`src/rtl/conv_mac_pipe.sv`:
```
// conv_mac_pipe: pipelined signed multiply-accumulate with framed sums, rounding shift and saturation.
module conv_mac_pipe #(
   parameter int DIN0_WIDTH = 8,
   parameter int DIN1_WIDTH = 16,
   parameter int NUM_STAGE  = 2,
   parameter int ACC_WIDTH  = 32,
   parameter int SHIFT      = 0,
   parameter int DOUT_WIDTH = 24
) (
   input  logic                         clk,
   input  logic                         reset,
   input  logic                         ce,
   input  logic                         in_valid,
   input  logic                         in_first,
   input  logic                         in_last,
   input  logic signed [DIN0_WIDTH-1:0] din0,
   input  logic signed [DIN1_WIDTH-1:0] din1,
   output logic                         out_valid,
   output logic signed [DOUT_WIDTH-1:0] dout,
   output logic                         ovf
);
   localparam int PW  = DIN0_WIDTH + DIN1_WIDTH;
   localparam int AW1 = ACC_WIDTH + 1;
   localparam int LS  = NUM_STAGE - 1;
   localparam logic [AW1-1:0] ONE = AW1'(1);
   localparam logic [AW1-1:0] RND = (ONE << SHIFT) >> 1;
   localparam logic signed [AW1-1:0] MAXV = $signed((ONE << (DOUT_WIDTH - 1)) - ONE);
   localparam logic signed [AW1-1:0] MINV = ~MAXV;

   logic signed [PW-1:0]         prod_q [NUM_STAGE];
   logic [NUM_STAGE-1:0]         vld_q, fst_q, lst_q;
   logic signed [ACC_WIDTH-1:0]  acc_q, acc_d;
   logic                         prev_last_q, done_q;
   logic signed [AW1-1:0]        r;
   logic signed [DOUT_WIDTH-1:0] dout_d;
   logic                         ovf_d;

   // prev_last_q makes any term following a completed sum an implicit start
   always_comb begin
      acc_d  = (fst_q[LS] | prev_last_q) ? ACC_WIDTH'(prod_q[LS]) : acc_q + ACC_WIDTH'(prod_q[LS]);
      r      = (AW1'(acc_q) + $signed(RND)) >>> SHIFT;
      ovf_d  = (r > MAXV) | (r < MINV);
      dout_d = r > MAXV ? MAXV[DOUT_WIDTH-1:0] : r < MINV ? MINV[DOUT_WIDTH-1:0] : r[DOUT_WIDTH-1:0];
   end

   always_ff @(posedge clk or posedge reset) begin
      if (reset) begin
         for (int i = 0; i < NUM_STAGE; i++) prod_q[i] <= '0;
         vld_q       <= '0;
         fst_q       <= '0;
         lst_q       <= '0;
         acc_q       <= '0;
         prev_last_q <= 1'b1;
         done_q      <= 1'b0;
         out_valid   <= 1'b0;
         dout        <= '0;
         ovf         <= 1'b0;
      end else if (ce) begin
         prod_q[0] <= din0 * din1;
         vld_q[0]  <= in_valid;
         fst_q[0]  <= in_first;
         lst_q[0]  <= in_last;
         for (int i = 1; i < NUM_STAGE; i++) begin
            prod_q[i] <= prod_q[i-1];
            vld_q[i]  <= vld_q[i-1];
            fst_q[i]  <= fst_q[i-1];
            lst_q[i]  <= lst_q[i-1];
         end
         if (vld_q[LS]) begin
            acc_q       <= acc_d;
            prev_last_q <= lst_q[LS];
         end
         done_q    <= vld_q[LS] & lst_q[LS];
         out_valid <= done_q;
         if (done_q) begin
            dout <= dout_d;
            ovf  <= ovf_d;
         end
      end
   end
endmodule

```
`config.mk`:
```
export PLATFORM = sky130hd
export DESIGN_NAME = conv_mac_pipe
export DESIGN_NICKNAME = d
export VERILOG_FILES = /design/src/rtl/conv_mac_pipe.sv
export SDC_FILE = /design/constraint.sdc
export NUM_CORES = 1
export LEC_CHECK = 0
export BUFFER_PORTS_ARGS = -buffer_cell sky130_fd_sc_hd__buf_2
export CELL_PAD_IN_SITES_DETAIL_PLACEMENT = 0
export CELL_PAD_IN_SITES_GLOBAL_PLACEMENT = 1
export CORE_MARGIN = 2
export CORE_UTILIZATION = 30
export DETAILED_ROUTE_END_ITERATION = 8
export PLACE_DENSITY = 0.51
export RECOVER_POWER = 100
export SYNTH_ARGS = -nofsm -noshare
export SYNTH_HDL_FRONTEND = slang
export SYNTH_SLANG_ARGS = --single-unit
```
`constraint.sdc`:
```
create_clock -name clk -period 10.4 [get_ports clk]
set_clock_uncertainty 0.05 [all_clocks]
set_input_delay 1.56 -clock clk [delete_from_list [all_inputs] [get_ports clk]]
set_output_delay 1.56 -clock clk [all_outputs]
set_load 0.05 [all_outputs]
```
# Word-level counts from Yosys, hierarchy flattened
# Index checks and enable logic that the tools add are counted.
[totals]
ff_bits = 114
elab_cells = 23
in_bits = 30
output_inout_bits = 26
[classes]
n_reduce_logical = 2
muxes = 3
multipliers = 1
order_cmp = 2
bitwise = 3
addsub = 1
[op_table]
columns = ["cell", "count"]
rows = [
  ["24-bit 2-to-1 mux", 2],
  ["32-bit by 24-bit adder with 32-bit output", 1],
  ["32-bit by 24-bit > comparator with 1-bit output (second input constant)", 1],
  ["32-bit by 24-bit less-than comparator with 1-bit output (second input constant)", 1],
  ["32-bit 2-to-1 mux", 1],
  ["8-bit by 16-bit multiplier with 24-bit output", 1],
  ["2-bit AND reduction", 2],
  ["1-bit bitwise OR", 2],
  ["1-bit bitwise AND", 1],
]

# Depth between registers and ports, before layout
[depth]
depth_word = 3
ltp_mapped = 21
ltp_nobuf = 20

# Worst setup path after synthesis
# Ideal clock, no wire load.
[synth_timing]
kind = "input to register"
startpoint = "in din0[7]"
endpoint = "reg prod_q[47] (netlist bit)"
t_arrival_ps = 6562
cell_stages = 19
required_ps = 10225
setup_ps = 125
slack_ps = 3663
n_path_buf = 1
path_cell_list = "inv_1 > buf_1 > nor2_1 > fa_1 > fa_1 > fa_1 > inv_1 > fa_1 > inv_1 > ha_1 > a2111oi_2 > o21ai_1 > a41o_1 > a31oi_4 > o21ai_2 > a2111o_1 > a31oi_1 > xnor2_1 > mux2_4"
[synth_between]
elab_chain_len = 1
[synth_lines]
columns = ["element", "line", "text"]
rows = [
  ["start, declared", "16", "input logic signed [DIN0_WIDTH-1:0] din0,"],
  ["8-bit by 16-bit multiplier with 24-bit output", "59", "prod_q[0] <= din0 * din1;"],
  ["end signal, assigned by index", "64", "prod_q[i] <= prod_q[i-1];"],
  ["end, declared", "30", "logic signed [PW-1:0] prod_q [NUM_STAGE];"],
]
# Every way passes these cells.
# A chain may end at the register's enable or synchronous reset.

# Final worst setup path
[layout_timing]
startpoint = "in din0[4]"
endpoint = "reg prod_q[47] (netlist bit)"
# Same word-level chain as after synthesis.

==> summary.txt <==
Failing checks -> max-capacitance violations, max-slew violations
Worst-Margin Slew -> 3750 ps
CTS root buf -> clkbuf_16
Ys Warns -> 0
Comb pwr share -> 0.620
DRC viols -> 0
IO Count -> 56
Via count -> 7294
Final core utilization -> 0.341
DR iter-0 viols -> 319
Fraction of registers with async set/reset -> 1.00
Max Cap Violations -> 4
Final non-filler cell total -> 1627
Post-DP HPWL -> 18.5 mm
Critical path cell sequence -> clkbuf_1 -> and2_0 -> fa_1 -> fa_1 -> fa_1 -> inv_1 -> fa_1 -> inv_1 -> ha_1 -> a2111oi_0 -> o21ai_0 -> a41o_1 -> a31oi_1 -> o21ai_0 -> a2111o_1 -> a31oi_1 -> xnor2_1 -> mux2_1
Tcrit/Tclk final -> 0.679
Area leader, netlist -> dfrtp_1
Fin crit period -> 7060 ps
Mapped Area -> 10400 µm²
Vias in the first global route -> 7620
Clk slew on worst S/H paths -> 50 ps
Final instance area -> 11700 µm²
Tot Pwr -> 3.74 mW
Reg power frac -> 0.217
Final Max Slew Viols -> 229
Horiz. Die Dim -> 190 µm
Syn nets -> 1323
Routed WL -> 23.9 mm
PortBufs -> 55
Sw Pwr -> 1.72 mW
Drt pass-1 iters -> 4
Final setup viols -> 0
Largest net degree at the start of global routing -> 70
CP Class -> in2reg
Post-synthesis cell type count -> 55
Sequential fraction of the synthesis area -> 0.274
Static Leak -> 5.52 nW
Critical path launch point type -> input port
CP max stage cell -> clkbuf_1
Top delay family on crit path -> adder cells
Max VDD drop -> 0.000106 V
Hold Fails Final Rpt -> 0
WP buf/inv -> 3
Crit-path most repeated cell -> fa_1
Slowest stage delay, CP -> 590 ps
Placer Congestion -> 0.783
Cell Pwr Density -> 320 nW/µm²
Num CTS Buffers -> 17
Share of the synthesized area in the top cell type -> 0.272
Post-DR vias/cell -> 4.48
Worst Hold Class -> reg2reg
Clock Latency Late Sink -> 420 ps
Antenna Cells -> 0
Total negative slack -> 0 ps
CP Max Fanout -> 16
Synthesized instance count -> 1113
Syn Area/Cell -> 9.35 µm²
Total Routing Usage GR -> 0.142
Fin nets -> 1369
Grt ovf -> 0
DP Worst Slack -> 3260 ps
Top cells by area, synth -> dfrtp_1, fa_1, ha_1
Die footprint -> 36200 µm²
DR WL/cell -> 14.7 µm
Top_reg_cell synth -> dfrtp_1
Post-DP Area -> 11200 µm²
Most frequent cells in the layout -> inv_1, dfrtp_1, fa_1
Share of layout cells above drive strength 1 -> 0.0990
Status -> finished, violations left
H-tree Lvls -> 4
Die Y -> 190 µm
Initial Util -> 0.303
F_max -> 142 MHz
First-pass GRT wire length -> 40.8 mm
Sink Count -> 114
FF+latch count, synth -> 114
Sw Share -> 0.461
Dpl cells -> 1595
Initial antenna violation count -> 0
Commonest non-fill, non-tap cell in the layout -> inv_1
Core ar. -> 34400 µm²
Final Worst Setup Slack -> 3340 ps
DRT antenna net count -> 0
Slew HR -> -1.50
Hold_buf cts -> 0
# Post-CTS Setup Buffers -> 0
RSZ-0062 raised after global routing -> false
Cell internal pwr -> 2.02 mW
CP arrival -> 7300 ps
Worst-case clock buffer depth -> 2
Cell Rows -> 68
Post-CTS Resized -> 0
Endpoint class of the critical path -> flop
Clk pwr share -> 0.163
Area grow syn2layout -> 12.5%
Crit path required time -> 10640 ps
CTS tree -> done
Post-synth EDFFs -> 0
Hold WS -> 421 ps
-- worst register-to-register path: stages, from the launching register on --
cell	delay (ps)
dfrtp_1	410
ha_1	220
inv_1	60
fa_1	380
nor2b_1	200
o31a_1	200
o31ai_1	130
a21oi_1	210
o21ai_1	170
o41ai_1	770
a21oi_1	180
xnor2_1	160
a21oi_1	130
o21ai_0	80
-- power groups by stage --
stage / Combinational, mW / Sequential, mW / Clock, mW
after global routing: 2.67 / 0.848 / 0.648
after global placement: 2.39 / 0.820 / 0
after floorplan: 1.78 / 0.914 / 0
after CTS: 2.41 / 0.817 / 0.630
final: 2.32 / 0.813 / 0.609
after detailed placement: 2.39 / 0.823 / 0
-- layer usage --
metal	track usage	part of all wire	up-vias
li1	-	-	3731
met1	0.211	0.54	3472
met2	0.216	0.43	76
met3	0.0170	0.022	15
met4	0.0385	0.010	0
met5	0	0	-
-- path summary, 6_finish.rpt --
kind	slack, ps	depth (start not counted)	end	start
worst min register to register	420	2	prev_last_q	prev_last_q
worst min-delay path	420	2	prev_last_q	prev_last_q
worst max register to register	6840	13	acc_q[30]	acc_q[0]
worst max-delay path	3340	18	prod_q[47]	din0[4]
max in group asynchronous	4390	3	fst_q[0]	reset
min in group asynchronous	1630	2	dout[5]	reset
-- state kept, by name, summed over array words and instances, names as in the netlist --
register     count
ovf              1
prev_last_q      1
done_q           1
out_valid        1
prod_q          48
acc_q           32
vld_q            2
fst_q            2
lst_q            2
dout            24
-- cells by family (layout without fill, tap and decap cells) --
| kind of cell | after synthesis | count (layout) | share of synthesized area |
|---|---|---|---|
| muxes | 50 | 50 | 0.0540 |
| and+or+nand+nor | 314 | 314 | 0.144 |
| adders and majority gates | 180 | 180 | 0.292 |
| AOI/OAI and AO/OA | 216 | 216 | 0.127 |
| buffers and inverters | 192 | 251 | 0.0693 |
| xor gates and xnor gates | 47 | 47 | 0.0396 |
| DFF | 114 | 114 | 0.274 |
-- cell type report --
cell class,count,area (µm²)
repair buffers,59,260
multi-input cells,807,6800
clock buffers,18,439
fillers,3681,22700
inverters,160,602
clock inverters,14,176
flip-flops and latches,114,2850
well taps,455,569
-- cell usage after synthesis, types with 2 or more instances --
master    instances
a211oi_1          4
a21o_1           20
a21oi_1          61
a22oi_1           3
a31oi_1          13
a32oi_1           2
and2_1           89
and3_1            4
buf_1             2
clkbuf_1         30
dfrtp_1         113
fa_1            104
ha_1             76
inv_1           160
mux2_2           45
mux2i_1           4
nand2_1         101
nand2b_1          6
nand3_1           9
nand4_1           6
nor2_1           79
nor2b_1           6
nor3_1            7
nor4_1            2
o211ai_1          2
o21a_1            7
o21ai_0          70
o21ai_1           2
o21ai_2           3
o21bai_1          6
o22ai_1           2
o31ai_1           4
o41ai_1           3
or2_2             2
xnor2_1          31
xor2_1           16
(Power assumes the default switching activity.)
